$ cat config.mk
export PLATFORM = sky130hd
export DESIGN_NAME = mod_counter_flat
export DESIGN_NICKNAME = d
export VERILOG_FILES = /design/src/rtl/mod_counter_pkg.sv /design/src/rtl/mod_counter_if.sv /design/src/rtl/mod_counter_tick_prescaler.sv /design/src/rtl/mod_counter.sv /design/src/flat_wrapper.sv
export SDC_FILE = /design/constraint.sdc
export NUM_CORES = 1
export LEC_CHECK = 0
export ABC_AREA = 1
export BUFFER_PORTS_ARGS = -buffer_cell sky130_fd_sc_hd__buf_2
export CORE_MARGIN = 2
export CORE_UTILIZATION = 55
export CTS_CLUSTER_DIAMETER = 150
export DETAILED_ROUTE_END_ITERATION = 10
export PLACE_DENSITY_LB_ADDON = 0.08
export SLEW_MARGIN = 20
export SYNTH_ARGS = -nofsm -noshare
export SYNTH_HDL_FRONTEND = slang
export SYNTH_SLANG_ARGS = --single-unit
$ cat constraint.sdc
create_clock -name clk -period 2.6 [get_ports clk]
set_clock_uncertainty 0.1 [all_clocks]
set_input_delay 0.52 -clock clk [delete_from_list [all_inputs] [get_ports clk]]
set_output_delay 0.52 -clock clk [all_outputs]
set_load 0.01 [all_outputs]
$ cat src/rtl/mod_counter_pkg.sv
// mod_counter_pkg: shared direction type and prescaler sizing helper for mod_counter
package mod_counter_pkg;
  typedef enum logic {DIR_DOWN = 1'b0, DIR_UP = 1'b1} dir_e;
  function automatic int pre_width(input int prescale);
    return (prescale <= 2) ? 1 : $clog2(prescale);
  endfunction
endpackage

$ cat src/rtl/mod_counter_if.sv
// mod_counter_if: control inputs and count/status outputs of mod_counter
interface mod_counter_if #(parameter int WIDTH = 8);
  logic enable;
  logic up;
  logic clear;
  logic load;
  logic [WIDTH-1:0] load_value;
  logic [WIDTH-1:0] count;
  logic tc;
  logic overflow;
  logic underflow;
  modport master(output enable, up, clear, load, load_value, input count, tc, overflow, underflow);
  modport slave(input enable, up, clear, load, load_value, output count, tc, overflow, underflow);
endinterface

$ cat src/rtl/mod_counter_tick_prescaler.sv
// tick_prescaler: emits a one-cycle step every PRESCALE enabled cycles
module tick_prescaler
  import mod_counter_pkg::*;
#(
  parameter int PRESCALE = 1
) (
  input  logic clk,
  input  logic reset,
  input  logic enable,
  input  logic restart,
  output logic step
);
  if (PRESCALE == 1) begin : g_direct
    logic unused;
    assign unused = ^{clk, reset, restart};
    assign step = enable;
  end else begin : g_cnt
    localparam int PW = pre_width(PRESCALE);
    localparam logic [PW-1:0] LAST = PW'(PRESCALE - 1);
    logic [PW-1:0] pre_cnt;
    always_ff @(posedge clk)
      if (reset || restart) pre_cnt <= '0;
      else if (enable) pre_cnt <= (pre_cnt == LAST) ? '0 : pre_cnt + 1'b1;
    assign step = enable && (pre_cnt == LAST);
  end
endmodule

$ cat src/rtl/mod_counter.sv
// mod_counter: up/down modulo counter with wrap/saturate, load/clear, prescaler and tc/overflow flags
module mod_counter
  import mod_counter_pkg::*;
#(
  parameter int WIDTH = 8,
  parameter longint unsigned MAX_VALUE = (64'd1 << WIDTH) - 64'd1,
  parameter int PRESCALE = 1,
  parameter int SATURATE = 0
) (
  input logic clk,
  input logic reset,
  mod_counter_if.slave bus
);
  localparam logic [WIDTH-1:0] MAXV = WIDTH'(MAX_VALUE);
  logic step, up_step, at_max, at_min;
  logic [WIDTH-1:0] clamped, up_nx, dn_nx;
  dir_e dir;
  tick_prescaler #(.PRESCALE(PRESCALE)) u_pre (
    .clk(clk),
    .reset(reset),
    .enable(bus.enable),
    .restart(bus.clear | bus.load),
    .step(step)
  );
  assign dir = dir_e'(bus.up);
  assign up_step = (dir == DIR_UP);
  // Boundaries are compared explicitly since MAX_VALUE need not be all ones
  always_comb begin
    at_max = (bus.count == MAXV);
    at_min = (bus.count == '0);
    clamped = (bus.load_value > MAXV) ? MAXV : bus.load_value;
    up_nx = at_max ? ((SATURATE != 0) ? MAXV : '0) : bus.count + 1'b1;
    dn_nx = at_min ? ((SATURATE != 0) ? '0 : MAXV) : bus.count - 1'b1;
  end
  always_ff @(posedge clk)
    if (reset || bus.clear) begin
      bus.count <= '0;
      bus.tc <= 1'b0;
      bus.overflow <= 1'b0;
      bus.underflow <= 1'b0;
    end else if (bus.load) begin
      bus.count <= clamped;
      bus.tc <= 1'b0;
    end else begin
      if (step) bus.count <= up_step ? up_nx : dn_nx;
      bus.tc <= step && (up_step ? at_max : at_min);
      bus.overflow <= bus.overflow | (step && up_step && at_max);
      bus.underflow <= bus.underflow | (step && !up_step && at_min);
    end
endmodule
$ cat src/flat_wrapper.sv
// flat-port wrapper written by rule: the top's interface ports become plain ports
module mod_counter_flat import mod_counter_pkg::*;
#(
  parameter int WIDTH = 8,
  parameter longint unsigned MAX_VALUE = (64'd1 << WIDTH) - 64'd1,
  parameter int PRESCALE = 1,
  parameter int SATURATE = 0
)
  (clk, reset, bus_enable, bus_up, bus_clear, bus_load, bus_load_value, bus_count, bus_tc, bus_overflow, bus_underflow);
  mod_counter_if #(.WIDTH(WIDTH)) bus_i ();
  input logic clk;
  input logic reset;
  input wire logic [$bits(bus_i.enable)-1:0] bus_enable;
  input wire logic [$bits(bus_i.up)-1:0] bus_up;
  input wire logic [$bits(bus_i.clear)-1:0] bus_clear;
  input wire logic [$bits(bus_i.load)-1:0] bus_load;
  input wire logic [$bits(bus_i.load_value)-1:0] bus_load_value;
  output wire logic [$bits(bus_i.count)-1:0] bus_count;
  output wire logic [$bits(bus_i.tc)-1:0] bus_tc;
  output wire logic [$bits(bus_i.overflow)-1:0] bus_overflow;
  output wire logic [$bits(bus_i.underflow)-1:0] bus_underflow;
  assign bus_i.enable = bus_enable;
  assign bus_i.up = bus_up;
  assign bus_i.clear = bus_clear;
  assign bus_i.load = bus_load;
  assign bus_i.load_value = bus_load_value;
  assign bus_count = bus_i.count;
  assign bus_tc = bus_i.tc;
  assign bus_overflow = bus_i.overflow;
  assign bus_underflow = bus_i.underflow;
  mod_counter #(.WIDTH(WIDTH), .MAX_VALUE(MAX_VALUE), .PRESCALE(PRESCALE), .SATURATE(SATURATE)) u_core (.clk(clk), .reset(reset), .bus(bus_i));
endmodule
**Yosys cells after proc, flatten, opt, wreduce, memory -nomap -nowiden**

Cells that the tools add are included.

- Logic and storage cells: 27
- Bits of input ports: 14
- Output and inout bits: 11
- Bits in registers: 11

- Magnitude comparators: 1
- Mux-type cells: 7
- Eq/ne operators: 1
- Bitwise gates (word level): 2
- $add $sub $neg: 2
- Reduce and logical (&&, ||, !) cells: 10

Operators by type and width:

| cell | count |
|---|---|
| $mux 8 | 6 |
| $add 8x1->8 const B | 1 |
| $eq 8x8->1 const B | 1 |
| $gt 8x8->1 const B | 1 |
| $logic_not 8->1 | 1 |
| $sub 8x1->8 const B | 1 |
| $logic_and 1x1->1 | 5 |
| $or 1x1->1 | 2 |
| $reduce_bool 2->1 | 1 |
| $reduce_or 2->1 | 1 |
| $logic_not 1->1 | 1 |
| $logic_or 1x1->1 | 1 |
| $mux 1 | 1 |

**Longest topological paths before layout**

Gate-level depths: netlist (run 1).

- Word-level depth: 5
- Mapped depth: 11
- Gate-level depth less buffers: 10

**Modules after synthesis**

Synthesis (run 1) repeated with hierarchy kept, for this count alone.

- Cells, all modules: 149
- Area, all modules: 893.4 µm²

By module, submodules not included:

| module | cells each | times used | area each (µm²) | sequential area each (µm²) |
|---|---|---|---|---|
| mod_counter | 148 | 1 | 885.8 | 220.2 |
| tick_prescaler | 1 | 1 | 7.5 | 0.0 |

**Least setup slack after synthesis (run 1)**

No wires, ideal clock.

- Path kind: reg-to-reg
- From: register u_core.bus.count[0]
- To: register u_core.bus.count[6]
- Data required time: 2.391 ns
- Setup time: 0.109 ns
- Buffers on the path: 0
- Data arrival time: 1.340 ns
- Cell stages (with the launch flop): 11
- Setup slack: 1.051 ns
- Clock period less this slack: 1.549 ns
- Cell sequence: dfxtp_1 > inv_1 > ha_1 > nand2_2 > nor2_4 > nand3_2 > nand2_1 > nor2_1 > nand3_1 > nand2_1 > inv_1

- Cells in the longest elaborated chain, start to end: 5
- Elaborated cells on any way between the ends: 9
- Those cells by class: add/sub: 2; eq/ne: 1; mux: 5; reduce/logical: 1

Ends and longest elaborated chain:

| item | RTL line | text |
|---|---|---|
| from (decl) | mod_counter_if.sv:13 | `modport slave(input enable, up, clear, load, load_value, output count, tc, overflow, underflow);` |
| from (signal assigned) | mod_counter.sv:42 | `bus.count <= clamped;` |
| from (signal assigned) | mod_counter.sv:45 | `if (step) bus.count <= up_step ? up_nx : dn_nx;` |
| $sub 8x1->8 (tied with other cells) | mod_counter.sv:33 | `dn_nx = at_min ? ((SATURATE != 0) ? '0 : MAXV) : bus.count - 1'b1;` |
| $mux 8 (on tied branches) | mod_counter.sv:33, mod_counter.sv:32 |  |
| $mux 8 (*) (2 in series) | mod_counter.sv:45 |  |
| $mux 8 (*) | mod_counter.sv:41 | `end else if (bus.load) begin` |

Mark *: on every way between the ends. The rest lies on a longest branch, timed or not. The select of a mux whose other input is x is not followed.
A chain may end at the register's enable or synchronous reset.

**Worst setup path in the final report (run 1)**

- From: register u_core.bus.count[5]
- To: output port bus_count[5]

RTL lines:

| item | RTL line | text |
|---|---|---|
| to (decl) | flat_wrapper.sv:18 | `output wire logic [$bits(bus_i.count)-1:0] bus_count;` |

No word-level cell between the ends.

==> results of run 1 <==
cell usage in the layout (no fill, tap or decap), types with 2 or more instances in the layout:
cell type   n
clkbuf_4    3
o21ai_0     6
xor2_1      3
nand3_2     4
ha_1        3
nor2_4      4
o221ai_1    2
nor3_1      3
nand2_2     6
nand2_1    37
o21ai_1     2
dfxtp_1    11
buf_2      24
a21oi_1     5
a22oi_1     2
nand3_1    15
inv_1      11
nor2_1     10
a21oi_2     2
inv_2       5
logic make-up after synthesis:
kind of cell               Yosys count
AOI/OAI and AO/OA                   23
adders and majority gates            3
DFF                                 11
and+or+nand+nor                     83
xor gates and xnor gates             4
buffers and inverters               21
final cells by class:
class	count	area [µm²]	share of cell area (%)
multi-input cells	113	636	58.2
flip-flops and latches	11	220	20.2
repair buffers	24	120	11.0
inverters	18	68.8	6.30
clock buffers	4	26.3	2.41
well taps	17	21.3	1.95
synth_stat cells:
master	n	share of area, %
nor2_4	4	4.7
nand3_1	15	7.9
a211oi_1	1	0.79
dfxtp_1	11	23
a31oi_1	1	0.66
clkinv_1	1	0.39
buf_6	2	2.4
or2_2	1	0.66
inv_1	11	4.3
inv_2	5	2.0
nand2_1	37	15
nor2_2	1	0.66
a21oi_1	5	2.6
nor3_2	1	1.0
o221ai_1	2	1.8
o21ai_0	6	3.1
buf_4	1	0.79
xnor2_1	1	0.92
nand3_2	4	4.2
clkinv_2	1	0.52
o21ai_1	2	1.0
nand4_1	1	0.66
a41oi_1	1	0.92
nor3_1	3	1.6
nor2_1	10	3.9
xor2_1	3	2.8
a22oi_1	2	1.6
o21a_1	1	0.79
a21oi_2	2	1.8
ha_1	3	3.9
nand2_2	6	3.9
worst paths after layout:
check | from | end | depth (start not counted)
worst max register to register | u_core.bus.count[0] | u_core.bus.count[4] | 7
worst min-delay path | u_core.bus.overflow | u_core.bus.overflow | 2
worst max-delay path | u_core.bus.count[5] | bus_count[5] | 1
worst min register to register | u_core.bus.overflow | u_core.bus.overflow | 2
per-layer routing:
metal	up-vias	share of wire (%)	routed length, µm
li1	532	-	-
met1	481	46	1080
met2	20	48	1120
met3	5	3.4	80
met4	0	1.7	40
met5	-	0	0
registers in the layout, indices dropped and copies added, names as in the netlist:
signal / cells
u_core.bus.underflow: 1
u_core.bus.overflow: 1
u_core.bus.tc: 1
u_core.bus.count: 8
metrics by stage:
step                      instance area [µm²]  util, %  setup slack (ps)  std cells  hold WS [ps]
final                                    1090     65.4               884        187           371
after global routing                     1090     65.4               746        187           418
after CTS                                1090     65.4               905        187           378
after detailed placement                 1070     63.8               925        183           351
after global placement                   1070     63.8               923        183           354
after floorplan                           955        -              1050        145           405
power by group through the flow:
stage	clock, mW	sequential, mW	combinational, mW
floorplan	0	0.191	0.101
global placement	0	0.193	0.132
detailed placement	0	0.193	0.133
CTS	0.124	0.189	0.134
global route	0.128	0.191	0.152
finish	0.121	0.190	0.134
==> impl_metrics.toml, run 1 <==
[route]
wire_per_inst_um = 12.4
dr.pass1.iters = 4
drt-vias-per-instance = 5.55
drt_drc_violations_left = 0
routed_wl_mm = 2.32
ant_nets = 0
vias = 1038
drt-initial-drc-count = 25

[layout]
fin_nets = 188
drive_gt1_share_pct = 30.6
nFillCells = 160
syn_to_final_growth_pct = 14.4
antenna_cells_inserted = 0

[setup_path]
cp_max_fo = 10
critPathLaunchType = "flop"
crit_buf_inv = 1
worst_ep_required_time_ps = 1980
cp-end-kind = "primary output"
worst-setup-path-type = "flop to primary output"
cp_cell_sequence = "buf_2"
slowest_stage = "dfxtp_1"
r2r_slack_ps = 920
cpPeakStageDelay_ps = 600
critPathArrivalTime_ps = 1100
crit_family = "flip-flops"

[power]
total_power_mw = 0.445
ir_drop_mv = 0.275
leakagePower_nw = 0.550
powerDensity_nw_per_um2 = 407
p_seq_share_pct = 42.7
p_int_mw = 0.287
power_frac_clock_pct = 27.1
switching_share_pct = 35.4
switching_power_mw = 0.157
comb_power_share_pct = 30.2

[timing]
relSlewSlack_pct = 70.0
period_minus_slack_ps = 1720
setup-violations-final = 0
tightest_slew_ps = 450
fmax_mhz = 583
final_max_slew_viol_count = 0
fin_crit_sh_pct = 66.0
tns_ps = 0
rsz0062_at_grt = "no"
finalHoldViolCount = 0

[yosys]
synthAdderAreaFrac_pct = 3.93
synth-xor-area-share_pct = 3.67
avgSynthCellArea_um2 = 6.58
synthSimpleGateAreaFrac_pct = 43.8
synth_compound_area_share_pct = 15.2
synth.area.mux_share_pct = 0
yosys.cell_types.count = 31
ys_seq_area_share_pct = 23.1
netlist_area_um2 = 955
synth_fp_nets = 162
yosysWarnings = 0
ys_seq_elements = 11
synth_top_family_by_area = "simple AND/OR/NAND/NOR gates"
synth_cells = 145

[floorplan]
initial_core_util_pct = 57.2
num_io_pins = 25
dieWidth_um = 45.7
rows = 15
die_area_um2 = 2080
core-area_um2 = 1670
die_h_um = 45.7

[clocking]
htree_num_levels = 1
cts_setup_buffers = 0
clk_pin_slew_worst_paths_ps = 70
tritoncts = "yes"
cts-root-buf = "clkbuf_4"
postCtsHoldBufs = 0
cts_buffer_depth = 2
cts_resized = 0
numCtsBuffers = 3
cts_sinks = 11
clk_latency_ps = 280

[global_route]
grt_max_degree = 11
busiest_layer = "met2"
grt_use_total_pct = 26.1
grt_pass1_vias = 902
use_met3_pct = 3.57
grt_util_met1_pct = 34.1
grt.overflow.total = 0
antenna_found_initial = 0
grt_pass1_wl_mm = 3.93
use_met2_pct = 42.8

[flow_run]
max-cap-violations = 0

[placement]
place_hpwl_mm = 1.86
io_buffer_count = 24
globalplace.congestion = 0.863

[status]
status = "finished, final reports clean"

[hold_path]
hold_class = "flop to flop"
Note: power is estimated with default switching activity, not from simulation.
==> inputs of run 2 (changes only) <==
--- a/config.mk
+++ b/config.mk
@@ -8,7 +8,7 @@
 export ABC_AREA = 1
 export BUFFER_PORTS_ARGS = -buffer_cell sky130_fd_sc_hd__buf_2
 export CORE_MARGIN = 2
-export CORE_UTILIZATION = 55
+export CORE_UTILIZATION = 51
 export CTS_CLUSTER_DIAMETER = 150
 export DETAILED_ROUTE_END_ITERATION = 10
 export PLACE_DENSITY_LB_ADDON = 0.08
==> constraint.sdc (replaced) <==
create_clock -name clk -period 1.7 [get_ports clk]
set_clock_uncertainty 0.1 [all_clocks]
set_input_delay 0.34 -clock clk [delete_from_list [all_inputs] [get_ports clk]]
set_output_delay 0.34 -clock clk [all_outputs]
set_load 0.01 [all_outputs]
==> run 2 against run 1 <==
Total power up 54%. Final area up 3.7%. Flip-flop and latch count unchanged. Routed wire length up 1.3%. Critical path type is now flop to flop.
==> impl_metrics.toml, run 2 (synthesis results as in run 1) <==
[clocking]
clk_pin_slew_worst_paths_ps = 70
clk_latency_ps = 270
cts_buffer_depth = 2
tritoncts = "yes"
cts_sinks = 11
postCtsHoldBufs = 0
cts_setup_buffers = 0
htree_num_levels = 1
cts_resized = 0
numCtsBuffers = 3
cts-root-buf = "clkbuf_4"

[setup_path]
cp_cell_sequence = "ha_1, nand3_2, nor2_4, a21oi_2, nand2_1, nand2_1, nand2_1, a21oi_2"
worst-setup-path-type = "flop to flop"
critPathArrivalTime_ps = 1620
cp_max_fo = 6
crit_buf_inv = 0
cpPeakStageDelay_ps = 420
critPathLaunchType = "flop"
slowest_stage = "dfxtp_1"
worst_ep_required_time_ps = 1770
crit_family = "simple AND/OR/NAND/NOR gates"
cp-end-kind = "flop"
crit_top_cell = "nand2_1"

[timing]
period_minus_slack_ps = 1560
worst_slack_ps = 141
tns_ps = 0
tightest_slew_ps = 381
finalHoldViolCount = 0
relSlewSlack_pct = 74.6
fin_crit_sh_pct = 91.7
setup-violations-final = 0
fmax_mhz = 641
final_max_slew_viol_count = 0
rsz0062_at_grt = "no"

[global_route]
grt_max_degree = 10
grt_pass1_vias = 831
antenna_found_initial = 0
grt_use_total_pct = 23.1
grt_pass1_wl_mm = 3.65
grt.overflow.total = 0

[route]
routed_wl_mm = 2.35
drt_drc_violations_left = 0
vias = 1039
dr.pass1.iters = 4
drt-initial-drc-count = 25
ant_nets = 0
drt-vias-per-instance = 5.22
wire_per_inst_um = 11.8

[floorplan]
core-area_um2 = 1750
dieWidth_um = 47.3
initial_core_util_pct = 54.7
die_area_um2 = 2230
rows = 15
die_h_um = 47.3
num_io_pins = 25

[placement]
io_buffer_count = 24
place_hpwl_mm = 1.88
dp_slack_ps = 167
globalplace.congestion = 0.908

[power]
powerDensity_nw_per_um2 = 607
ir_drop_mv = 0.494
leakagePower_nw = 0.571

[layout]
regArea_um2 = 220
top_register = "u_core.bus.count"
nFillCells = 171
drive_gt1_share_pct = 32.2
multi_input_comb_area_um2 = 636
syn_to_final_growth_pct = 18.6
largest_reg_flops = 8
antenna_cells_inserted = 0
fin_nets = 192
final_common_cell = "nand2_1"
final_cell_mix = "37 x nand2_1, 24 x buf_2, 15 x nand3_1"

[flow_run]
max-cap-violations = 0

[hold_path]
hold_class = "primary input to flop"

[status]
status = "finished, final reports clean"
run 2: cell types whose count changed in the layout (fill, tap and decap cells not counted), sizes merged:
| cell | before | now |
|---|---|---|
| buf | 24 | 28 |
run 2: final timing paths:
kind / slack [ps] / endpoint / cells past startpoint / start
min reg2reg: 360 / u_core.bus.underflow / 1 / u_core.bus.underflow
max reg2reg: 140 / u_core.bus.count[5] / 8 / u_core.bus.count[1]
min: 230 / u_core.bus.count[1] / 3 / bus_load_value[1]
max: 140 / u_core.bus.count[5] / 8 / u_core.bus.count[1]
run 2: routing by layer:
layer / track usage [%] / part of all wire [%] / wire length (µm)
met3: 2.31 / 5.8 / 136
met1: 32.3 / 46 / 1090
met5: 0 / 0 / 0
met2: 37.3 / 47 / 1110
met4: 6.67 / 0.55 / 13
run 2: worst reg2reg max path, cell delays in order, from the launching register on:
cell and delay [ps]:
dfxtp_1 420, ha_1 230, nand3_2 120, nor2_4 190, a21oi_2 110, nand2_1 80, nand2_1 70, nand2_1 80
a21oi_2 50
run 2: cell type report:
type	instances	area share, %
Inverter	18	6.08
Timing Repair Buffer	28	13.3
Clock buffer	4	2.32
Sequential cell	11	19.4
Tap cell	25	2.76
Multi-Input combinational cell	113	56.1
run 2: power breakdown:
group	internal (mW)	switching, mW	total (mW)
registers	0.268	0.0172	0.285
clock network	0.0910	0.0933	0.184
logic	0.0858	0.131	0.217
run 2: stage by stage:
step	cells	util, %	hold WS (ps)	power, mW	instance area [µm²]
after global placement	195	63.4	343	0.505	1110
after CTS	199	64.9	230	0.692	1130
after global routing	199	64.9	255	0.725	1130
after detailed placement	195	63.4	351	0.506	1110
after floorplan	145	-	405	0.447	955
final	199	64.9	234	0.687	1130
